<file path="src/rtl/multicycle_controller_if.sv">
// Control bus between the multi-cycle controller and the 16-bit datapath.
// master = controller side, slave = datapath side.
interface multicycle_controller_if #(
    parameter int OPC_W   = 4,
    parameter int FUNC_W  = 8,
    parameter int ALUOP_W = 7
);
    logic [OPC_W-1:0]   opcode;
    logic [FUNC_W-1:0]  func;
    logic               mem_ready;
    logic               setWindow;
    logic               jump;
    logic               mem_write;
    logic               immdSel;
    logic               memOrALU;
    logic               toWrite;
    logic [ALUOP_W-1:0] ALUop;
    logic               pc_en;
    logic               instr_done;
    logic               mem_err;
    logic               illegal;

    modport master (
        input  opcode, func, mem_ready,
        output setWindow, jump, mem_write, immdSel, memOrALU, toWrite,
               ALUop, pc_en, instr_done, mem_err, illegal
    );

    modport slave (
        output opcode, func, mem_ready,
        input  setWindow, jump, mem_write, immdSel, memOrALU, toWrite,
               ALUop, pc_en, instr_done, mem_err, illegal
    );
endinterface

</file>
<file path="src/rtl/multicycle_controller.sv">
// Multi-cycle FETCH/DECODE/EXEC/MEM/WB controller for the 16-bit datapath.
// Define ILLEGAL_TRAP_EN to trap undefined instructions into HALT; otherwise they run as NOP.
module multicycle_controller #(
    parameter int OPC_W       = 4,
    parameter int FUNC_W      = 8,
    parameter int ALUOP_W     = 7,
    parameter int MEM_TIMEOUT = 16
) (
    input  logic clk,
    input  logic rst,
    multicycle_controller_if.master bus
);

`ifdef ILLEGAL_TRAP_EN
    localparam bit TRAP_EN = 1'b1;
`else
    localparam bit TRAP_EN = 1'b0;
`endif

    localparam int IR_W  = OPC_W + FUNC_W;
    localparam int CNT_W = (MEM_TIMEOUT > 1) ? $clog2(MEM_TIMEOUT) : 1;
    localparam logic [CNT_W-1:0] CNT_LAST = CNT_W'(MEM_TIMEOUT - 1);

    typedef enum logic [2:0] {
        S_FETCH, S_DECODE, S_EXEC, S_MEM, S_WB, S_HALT
    } state_e;

    typedef enum logic [3:0] {
        K_NOP, K_LOAD, K_STORE, K_JUMP, K_BRZ, K_WND, K_ALU, K_IMM, K_ILL
    } kind_e;

    typedef struct packed {
        logic               set_window;
        logic               jump;
        logic               mem_write;
        logic               immd_sel;
        logic               mem_or_alu;
        logic               to_write;
        logic [ALUOP_W-1:0] alu_op;
        logic               pc_en;
    } ctrl_t;

    function automatic kind_e classify(input logic [IR_W-1:0] ir);
        logic [OPC_W-1:0]  op;
        logic [FUNC_W-1:0] fn;
        kind_e             k;
        op = ir[IR_W-1 -: OPC_W];
        fn = ir[FUNC_W-1:0];
        case (op)
            4'b0000: k = K_LOAD;
            4'b0001: k = K_STORE;
            4'b0010: k = K_JUMP;
            4'b0100: k = K_BRZ;
            4'b1001: k = K_WND;
            4'b1000: begin
                if (fn == FUNC_W'(8'h80)) k = K_NOP;
                else if ($onehot(fn))     k = K_ALU;
                else                      k = K_ILL;
            end
            4'b1100, 4'b1101, 4'b1110, 4'b1111: k = K_IMM;
            default: k = K_ILL;
        endcase
        if (!TRAP_EN && k == K_ILL) k = K_NOP;
        return k;
    endfunction

    // C-type func is one-hot in datapath order; ALUop is one-hot in ALU order.
    function automatic logic [ALUOP_W-1:0] alu_sel(input logic [IR_W-1:0] ir);
        logic [FUNC_W-1:0]  fn;
        logic [ALUOP_W-1:0] sel;
        fn  = ir[FUNC_W-1:0];
        sel = '0;
        case (classify(ir))
            K_ALU:  sel = ALUOP_W'({fn[0], fn[1], fn[6], fn[5], fn[4], fn[3], fn[2]});
            K_IMM:  sel = ALUOP_W'(1) << ir[IR_W-3 -: 2];
            K_BRZ:  sel = ALUOP_W'(2);
            K_LOAD: sel = ALUOP_W'(1);  // address add stays selected through LOAD write-back
            default: sel = '0;
        endcase
        return sel;
    endfunction

    function automatic ctrl_t decode_ctrl(input state_e st, input logic [IR_W-1:0] ir);
        ctrl_t c;
        kind_e k;
        c = '0;
        k = classify(ir);
        case (st)
            S_DECODE: c.pc_en = (k == K_NOP);
            S_EXEC: begin
                c.alu_op     = alu_sel(ir);
                c.immd_sel   = (k == K_IMM);
                c.jump       = (k == K_JUMP);
                c.set_window = (k == K_WND);
                c.pc_en      = (k == K_JUMP) || (k == K_BRZ) || (k == K_WND);
            end
            S_MEM: c.mem_write = (k == K_STORE);
            S_WB: begin
                c.to_write   = 1'b1;
                c.mem_or_alu = (k != K_LOAD);
                c.alu_op     = alu_sel(ir);
                c.immd_sel   = (k == K_IMM);
                c.pc_en      = 1'b1;
            end
            default: c = '0;
        endcase
        return c;
    endfunction

    state_e            state_q, state_d;
    logic [IR_W-1:0]   ir_q, ir_d;
    logic [CNT_W-1:0]  cnt_q, cnt_d;
    logic              mem_err_q, mem_err_d;
    logic              illegal_q, illegal_d;
    ctrl_t             ctrl_q, ctrl_d;
    logic              mem_pc_en;
    kind_e             kind;

    // NOTE: every variable gets a default before the case so no path leaves one unassigned (no latches).
    always_comb begin
        state_d   = state_q;
        ir_d      = ir_q;
        cnt_d     = '0;
        mem_err_d = mem_err_q;
        illegal_d = illegal_q;
        mem_pc_en = 1'b0;
        kind      = classify(ir_q);

        case (state_q)
            S_FETCH: begin
                ir_d    = {bus.opcode, bus.func};
                state_d = S_DECODE;
            end
            S_DECODE: begin
                case (kind)
                    K_NOP:           state_d = S_FETCH;
                    K_LOAD, K_STORE: state_d = S_MEM;
                    K_ILL: begin
                        state_d   = S_HALT;
                        illegal_d = 1'b1;
                    end
                    default:         state_d = S_EXEC;
                endcase
            end
            S_EXEC: state_d = (kind == K_ALU || kind == K_IMM) ? S_WB : S_FETCH;
            S_MEM: begin
                if (bus.mem_ready) begin
                    state_d   = (kind == K_STORE) ? S_FETCH : S_WB;
                    mem_pc_en = (kind == K_STORE);
                end else if (cnt_q == CNT_LAST) begin
                    state_d   = S_FETCH;
                    mem_err_d = 1'b1;
                    mem_pc_en = 1'b1;
                end else begin
                    cnt_d = cnt_q + 1'b1;
                end
            end
            S_WB:    state_d = S_FETCH;
            S_HALT:  state_d = S_HALT;
            default: state_d = S_FETCH;
        endcase

        // Outputs are registered as the decode of the state being entered.
        ctrl_d = decode_ctrl(state_d, ir_d);
    end

    // NOTE: sequential state uses non-blocking assignments so all flops update from pre-edge values.
    always_ff @(posedge clk) begin
        if (rst) begin
            state_q   <= S_FETCH;
            ir_q      <= '0;
            cnt_q     <= '0;
            mem_err_q <= 1'b0;
            illegal_q <= 1'b0;
            ctrl_q    <= '0;
        end else begin
            state_q   <= state_d;
            ir_q      <= ir_d;
            cnt_q     <= cnt_d;
            mem_err_q <= mem_err_d;
            illegal_q <= illegal_d;
            ctrl_q    <= ctrl_d;
        end
    end

    // Completion out of MEM depends on mem_ready in that same cycle.
    assign bus.pc_en      = ctrl_q.pc_en | (mem_pc_en & ~rst);
    assign bus.instr_done = bus.pc_en;
    assign bus.setWindow  = ctrl_q.set_window;
    assign bus.jump       = ctrl_q.jump;
    assign bus.mem_write  = ctrl_q.mem_write;
    assign bus.immdSel    = ctrl_q.immd_sel;
    assign bus.memOrALU   = ctrl_q.mem_or_alu;
    assign bus.toWrite    = ctrl_q.to_write;
    assign bus.ALUop      = ctrl_q.alu_op;
    assign bus.mem_err    = mem_err_q;
    assign bus.illegal    = illegal_q;

endmodule

</file>
<file path="src/flat_wrapper.sv">
// flat-port wrapper written by rule: the top's interface ports become plain ports
module multicycle_controller_flat 
#(
    parameter int OPC_W       = 4,
    parameter int FUNC_W      = 8,
    parameter int ALUOP_W     = 7,
    parameter int MEM_TIMEOUT = 16
)
  (clk, rst, bus_opcode, bus_func, bus_mem_ready, bus_setWindow, bus_jump, bus_mem_write, bus_immdSel, bus_memOrALU, bus_toWrite, bus_ALUop, bus_pc_en, bus_instr_done, bus_mem_err, bus_illegal);
  multicycle_controller_if #(.OPC_W(OPC_W), .FUNC_W(FUNC_W), .ALUOP_W(ALUOP_W)) bus_i ();
  input  logic clk;
  input  logic rst;
  input wire logic [$bits(bus_i.opcode)-1:0] bus_opcode;
  input wire logic [$bits(bus_i.func)-1:0] bus_func;
  input wire logic [$bits(bus_i.mem_ready)-1:0] bus_mem_ready;
  output wire logic [$bits(bus_i.setWindow)-1:0] bus_setWindow;
  output wire logic [$bits(bus_i.jump)-1:0] bus_jump;
  output wire logic [$bits(bus_i.mem_write)-1:0] bus_mem_write;
  output wire logic [$bits(bus_i.immdSel)-1:0] bus_immdSel;
  output wire logic [$bits(bus_i.memOrALU)-1:0] bus_memOrALU;
  output wire logic [$bits(bus_i.toWrite)-1:0] bus_toWrite;
  output wire logic [$bits(bus_i.ALUop)-1:0] bus_ALUop;
  output wire logic [$bits(bus_i.pc_en)-1:0] bus_pc_en;
  output wire logic [$bits(bus_i.instr_done)-1:0] bus_instr_done;
  output wire logic [$bits(bus_i.mem_err)-1:0] bus_mem_err;
  output wire logic [$bits(bus_i.illegal)-1:0] bus_illegal;
  assign bus_i.opcode = bus_opcode;
  assign bus_i.func = bus_func;
  assign bus_i.mem_ready = bus_mem_ready;
  assign bus_setWindow = bus_i.setWindow;
  assign bus_jump = bus_i.jump;
  assign bus_mem_write = bus_i.mem_write;
  assign bus_immdSel = bus_i.immdSel;
  assign bus_memOrALU = bus_i.memOrALU;
  assign bus_toWrite = bus_i.toWrite;
  assign bus_ALUop = bus_i.ALUop;
  assign bus_pc_en = bus_i.pc_en;
  assign bus_instr_done = bus_i.instr_done;
  assign bus_mem_err = bus_i.mem_err;
  assign bus_illegal = bus_i.illegal;
  multicycle_controller #(.OPC_W(OPC_W), .FUNC_W(FUNC_W), .ALUOP_W(ALUOP_W), .MEM_TIMEOUT(MEM_TIMEOUT)) u_core (.clk(clk), .rst(rst), .bus(bus_i));
endmodule
</file>
<file path="config.mk">
export PLATFORM = sky130hd
export DESIGN_NAME = multicycle_controller_flat
export DESIGN_NICKNAME = d
export VERILOG_FILES = /design/src/rtl/multicycle_controller_if.sv /design/src/rtl/multicycle_controller.sv /design/src/flat_wrapper.sv
export SDC_FILE = /design/constraint.sdc
export NUM_CORES = 1
export LEC_CHECK = 0
export ABC_AREA = 1
export CELL_PAD_IN_SITES_DETAIL_PLACEMENT = 1
export CELL_PAD_IN_SITES_GLOBAL_PLACEMENT = 1
export CORE_UTILIZATION = 36
export DETAILED_ROUTE_END_ITERATION = 6
export PLACE_DENSITY = 0.73
export SYNTH_ARGS = -nofsm -noshare
export SYNTH_HDL_FRONTEND = slang
export SYNTH_SLANG_ARGS = --single-unit
</file>
<file path="constraint.sdc">
create_clock -name clk -period 4.3 [get_ports clk]
set_clock_uncertainty 0.2 [all_clocks]
set_input_delay 0.645 -clock clk [delete_from_list [all_inputs] [get_ports clk]]
set_output_delay 0.645 -clock clk [all_outputs]
set_load 0.1 [all_outputs]
</file>
==> results of run 1 <==
## report_power, final
group	internal [mW]	switching (mW)
logic	0.777	1.14
registers	0.385	0.0539
clock network	0.146	0.122
## routing by layer
layer,share of wire,up-vias
met5,0,-
met4,0.015,0
met1,0.46,995
li1,-,1048
met2,0.51,27
met3,0.023,8
## registers in the layout, summed over array words and instances (netlist names)
register              count
u_core.bus.mem_write      1
u_core.bus.setWindow      1
u_core.bus.mem_err        1
u_core.ir_q              12
u_core.bus.jump           1
u_core.bus.toWrite        1
u_core.ctrl_q             1
u_core.state_q            3
u_core.bus.memOrALU       1
u_core.bus.immdSel        1
u_core.bus.illegal        1
u_core.cnt_q              4
u_core.bus.ALUop          7
## through the flow
stage / setup slack [ns] / power [mW] / utilization / hold WS (ns)
3_3_place_gp: -0.1105 / 2.228 / 0.4531 / 0.2123
6_report: 0.1847 / 2.618 / 0.4736 / 0.2304
5_1_grt: -0.05384 / 2.955 / 0.4736 / 0.2444
4_1_cts: 0.1086 / 2.588 / 0.4697 / 0.2342
3_5_place_dp: -0.2027 / 2.314 / 0.4531 / 0.2220
2_1_floorplan: 0.1942 / 1.724 / - / 0.2176
## synth_stat cells
library cell  count  area share
nand3_1          17       0.037
nor3b_1           1      0.0032
a31o_2            1      0.0038
inv_2             1      0.0016
buf_4             9       0.029
nor4_4            1      0.0092
inv_1            61       0.099
nand2_2           7       0.019
o32ai_1           1      0.0038
nand2_1          63        0.10
fa_1              8       0.069
nand2_4           3       0.015
a21oi_1           2      0.0043
ha_1             21        0.11
nor2_2            3      0.0081
buf_2             1      0.0022
a31oi_1           1      0.0027
nand3b_1          4       0.013
clkbuf_1          2      0.0032
o21ai_0           5       0.011
or2_2             2      0.0054
o21ai_1           6       0.013
buf_6             1      0.0049
dfxtp_1          35        0.30
xor2_1            1      0.0038
nor3_2            2      0.0086
nor2_1           45       0.073
nand4_1           4       0.011
o22ai_1           3      0.0081
nor3_1            3      0.0065
nor2_4            2      0.0097
o21a_1            1      0.0032
nor4_1            1      0.0027
## cells by family after synthesis
logic type,share of synthesized area
compound gates,0.04965
xor+xnor,0.003778
fa+ha+maj,0.1824
buf+inv,0.1398
flops,0.3022
simple gates,0.3222
## path summary, 6_finish.rpt
kind | start | endpoint | slack (ns)
setup / recovery | bus_func[1] | u_core.ctrl_q[0] | 0.18
hold / removal | u_core.bus.illegal | u_core.bus.illegal | 0.23
setup reg to reg | u_core.state_q[1] | u_core.ctrl_q[0] | 0.28
hold reg to reg | u_core.bus.illegal | u_core.bus.illegal | 0.23
## cells in the final DEF (no fill, tap or decap)
cell type,Yosys,layout
o21a_1,1,1
o32ai_1,1,1
clkdlybuf4s50_1,0,29
ha_1,21,20
buf_4,9,18
nor2_1,45,44
a31oi_1,1,1
nand3_2,0,1
ha_2,0,1
dfxtp_1,35,35
a21oi_1,2,2
o21ai_1,6,4
nor4_1,1,1
nor4_4,1,1
nand2_4,3,3
inv_1,61,60
nor2_2,3,4
clkbuf_8,0,7
nand3b_1,4,4
xor2_1,1,1
nand3_1,17,16
o21ai_0,5,4
a31o_2,1,1
or2_2,2,2
fa_1,8,8
nor3_1,3,3
nor3b_1,1,1
nor2_4,2,2
nand2_2,7,8
inv_2,1,2
clkbuf_1,2,1
nand2_1,63,62
nor3_2,2,2
o22ai_1,3,3
o21ai_2,0,3
nand4_1,4,4
## final cells by class
cell class | instances | area [sq um]
Clock buffer | 8 | 100.1
Fill cell | 780 | 3191
Inverter | 62 | 232.7
Multi-Input combinational cell | 208 | 1318
Sequential cell | 35 | 700.7
Tap cell | 75 | 93.84
Timing Repair Buffer | 47 | 425.4
## worst max-delay path, delay by kind of cell
family / cells / cell delay (ns)
AOI/OAI and AO/OA: 1 / 0.17
adders and majority gates: 5 / 1.72
buffers and inverters: 5 / 0.70
and+or+nand+nor: 10 / 0.85
==> out/qor.txt, run 1 <==
Status: complete, no violations
GRT Overall Usage: 0.1993
Gr busiest metal: met2
Relative slew slack: 0.3405
Drt drc: 0
Mapped Nets: 362
1st-pass router iterations: 4
Post-CTS Setup Inserts: 0
Worst-path cell chain: clkdlybuf4s50_1 > inv_1 > o21ai_2 > inv_2 > ha_1 > inv_1 > fa_1 > inv_1 > fa_1 > ha_2 > fa_1 > nor2_1 > nand3_1 > nor2_2 > nand3_1 > nand2_1 > nand2_2 > nand2_2 > nor3_2 > nor2_1 > nor2_1
Die H: 82.25 um
Initial core utilization: 0.3825
Yosys warns: 0
Area grow syn2layout: 23.80%
Mapped Cells: 318
CTS tree: done
Final setup fails: 0
Synth cell types: 33
PwrDens: 912.3 mW/mm^2
Setup_tns: 0 ns
CTS H-tree lvls: 2
Top Ports: 32
Mapped cell area: 0.002318 sq mm
CTS Root Cell: clkbuf_8
Hpwl dp: 4.716 mm
Inserted Diodes: 0
Layout Nets: 403
Critical Path RT: 4.28 ns
Seq/Total Area, Yosys: 0.3022
Via count: 2078
Met2 Usage GRT: 0.3653
Critical Path Slowest Stage Cell: clkdlybuf4s50_1
Post-route cell area: 0.002870 sq mm
Dpl cell area: 0.002746 sq mm
Share of cells above drive strength 1: 0.1528
CP endpoint kind: flop
Max Fclk: 0.2430 GHz
Gr ovfl total: 0
Num CTS Buffers: 5
Die area: 0.006765 sq mm
Min-delay worst type: reg -> reg
CTS sink cnt: 35
Pins Over Slew Limit: 0
Core Area: 0.006061 sq mm
Port Buf Inserts: 31
Final cell count without fillers: 435
Worst Setup Path Type: in -> reg
DR iter-0 viols: 91
Synthesized flop and latch total: 35
Hold path depth: 2
Clock latency on the worst-skew pair: 0.29 ns
DR WL/cell: 13.49 um
Final GP Congestion: 0.8024
Fin crit period: 4.115 ns
Least-Margin Pin Slew: 0.9861 ns
Via density: 4.777
CP max stage delay: 0.45 ns
CTS Buffer Depth: 2
Crit-path max FO: 4
Cell Rows: 28
Clock Pin Slew Worst Setup and Hold Paths: 0.07 ns
Max-cap violations: 0
WP data arrival: 4.09 ns
CP startpoint kind: input port
Mapped Avg Cell Area: 7.291 sq um
ANT nets after route: 0
Placed instance count: 427
Final WL: 5.866 mm
Met1 usage: 0.2352
M3 GR Usage: 0.02967
Global-route wire length before repair: 9.929 mm
Cts repair resizes: 0
Leak: 1.431 nW
Largest net degree at the start of global routing: 17
Max VDD drop: 0.6919 mV
Hold Buf Count CTS: 0
Initial antenna violation count: 0
Vias in the first global route: 2172
Die X: 82.25 um
R2R depth: 23
Final hold violation count: 0
Tcrit/Tclk final: 0.9570
Power figures use the tool's default switching activity.
==> inputs of run 2 (changes only) <==
CTS_BUF_LIST = sky130_fd_sc_hd__clkbuf_4 sky130_fd_sc_hd__clkbuf_8 sky130_fd_sc_hd__clkbuf_16   (was unset)
==> out/qor.txt, run 2 (synthesis results as in run 1) <==
Hold EP: u_core.bus.illegal
Fin crit period: 4.122 ns
Max reg flops: 12
Final GP Congestion: 0.8024
Via density: 4.743
Final WL: 5.888 mm
Status: complete, no violations
Hold path depth: 2
Max-cap violations: 0
CTS Buffer Depth: 2
Max VDD drop: 0.6923 mV
Cell Rows: 28
Relative slew slack: 0.3410
Crit-path max FO: 4
CP max stage delay: 0.45 ns
Setup_tns: 0 ns
CTS sink cnt: 35
Die H: 82.25 um
Die area: 0.006765 sq mm
Vias in the first global route: 2171
Buf/Inv on CP: 5
Drt drc: 0
Port Buf Inserts: 31
Worst Setup Path Type: in -> reg
Biggest register: u_core.ir_q
Top Ports: 32
Worst r2r src: u_core.state_q[1]
Global-route wire length before repair: 9.977 mm
Least-Margin Pin Slew: 0.9854 ns
Final setup fails: 0
Initial antenna violation count: 0
Share of cells above drive strength 1: 0.1556
Critical Path RT: 4.28 ns
Max Fclk: 0.2426 GHz
R2R Setup Slk: 0.27 ns
Largest net degree at the start of global routing: 17
Area grow syn2layout: 23.96%
Initial core utilization: 0.3825
Design Power: 2.631 mW
WP depth: 21
CTS H-tree lvls: 2
CTS Root Cell: clkbuf_8
Core Area: 0.006061 sq mm
Die X: 82.25 um
Min-delay worst type: reg -> reg
Commonest cells after routing, fill and taps aside: nand2_1 (62), inv_1 (60), nor2_1 (44)
Gr ovfl total: 0
DR WL/cell: 13.54 um
Commonest non-fill, non-tap cell in the layout: nand2_1
CP endpoint kind: flop
Pins Over Slew Limit: 0
Tcrit/Tclk final: 0.9587
Num CTS Buffers: 5
Final hold violation count: 0
Clock latency on the worst-skew pair: 0.29 ns
R2R depth: 23
WP data arrival: 4.11 ns
ANT nets after route: 0
Critical Path Slowest Stage Cell: clkdlybuf4s50_1
Leak: 1.434 nW
CP startpoint kind: input port
Hpwl dp: 4.716 mm
PwrDens: 915.4 mW/mm^2
Inserted Diodes: 0
1st-pass router iterations: 5
Hold wc startpoint: u_core.bus.illegal
DR iter-0 viols: 91
Layout Nets: 403
CTS tree: done
Via count: 2063
Clock Pin Slew Worst Setup and Hold Paths: 0.07 ns
Post-CTS Setup Inserts: 0
Worst-path cell chain: clkdlybuf4s50_1 > inv_1 > o21ai_2 > inv_2 > ha_1 > inv_1 > fa_1 > inv_1 > fa_1 > ha_2 > fa_1 > nor2_1 > nand3_1 > nor2_2 > nand3_1 > nand2_1 > nand2_2 > nand2_2 > nor3_2 > nor2_1 > nor2_1
GRT Overall Usage: 0.2014
Reg2Reg Capture Point: u_core.ctrl_q[0]
CP top delay family: adder cells
Number of filler cells placed in the layout: 783
Hold Buf Count CTS: 0
[run 2: worst max path at each step]
stage | start | endpoint | slack, ns
4_1_cts | bus_func[0] | u_core.ctrl_q[0] | 0.12
5_1_grt | bus_func[1] | u_core.ctrl_q[0] | -0.05
3_5_place_dp | bus_func[0] | u_core.ctrl_q[0] | -0.20
2_1_floorplan | u_core.state_q[1] | u_core.ctrl_q[0] | 0.19
6_report | bus_func[1] | u_core.ctrl_q[0] | 0.18
3_3_place_gp | bus_func[0] | u_core.bus.ALUop[3] | -0.11
[run 2: power breakdown]
| group | total [mW] | switching, mW | internal (mW) |
|---|---|---|---|
| clock network | 0.276 | 0.123 | 0.153 |
| registers | 0.438 | 0.0535 | 0.385 |
| logic | 1.92 | 1.14 | 0.776 |
| total | 2.63 | 1.32 | 1.31 |
[run 2: layout make-up]
cell class / instances / area, sq um / area share
sequential: 35 / 700.7 / 0.2438
multi-input combinational: 208 / 1318 / 0.4584
inverter: 62 / 232.7 / 0.08098
clock buffer: 8 / 103.9 / 0.03613
timing repair buffer: 47 / 425.4 / 0.1480
tap: 75 / 93.84 / 0.03265
[run 2: tightest hold or removal path, cell delays in order, from the launching register on]
cell and delay [ns]:
dfxtp_1 0.32, inv_1 0.05, nor2_1 0.03
[run 2: stage by stage]
step                instances  cell area [sq um]  utilization  setup WS [ns]  hold WS, ns
global route              435               2874       0.4742       -0.05057       0.2445
finish                    435               2874       0.4742         0.1775       0.2301
detailed placement        427               2746       0.4531        -0.2027       0.2220
global placement          427               2746       0.4531        -0.1105       0.2123
CTS                       435               2850       0.4703         0.1155       0.2335
floorplan                 318               2318            -         0.1942       0.2176
[run 2: repair_timing]
item	4_1_cts	5_1_grt
setup endpoints to repair	0	8
resized for setup	0	9
hold endpoints to repair	0	0
[run 2: routing by layer]
metal	wire (um)	global-route usage
met1	2666	0.2372
met4	62	0.06842
met3	142	0.02967
met5	0	0
met2	3017	0.3694
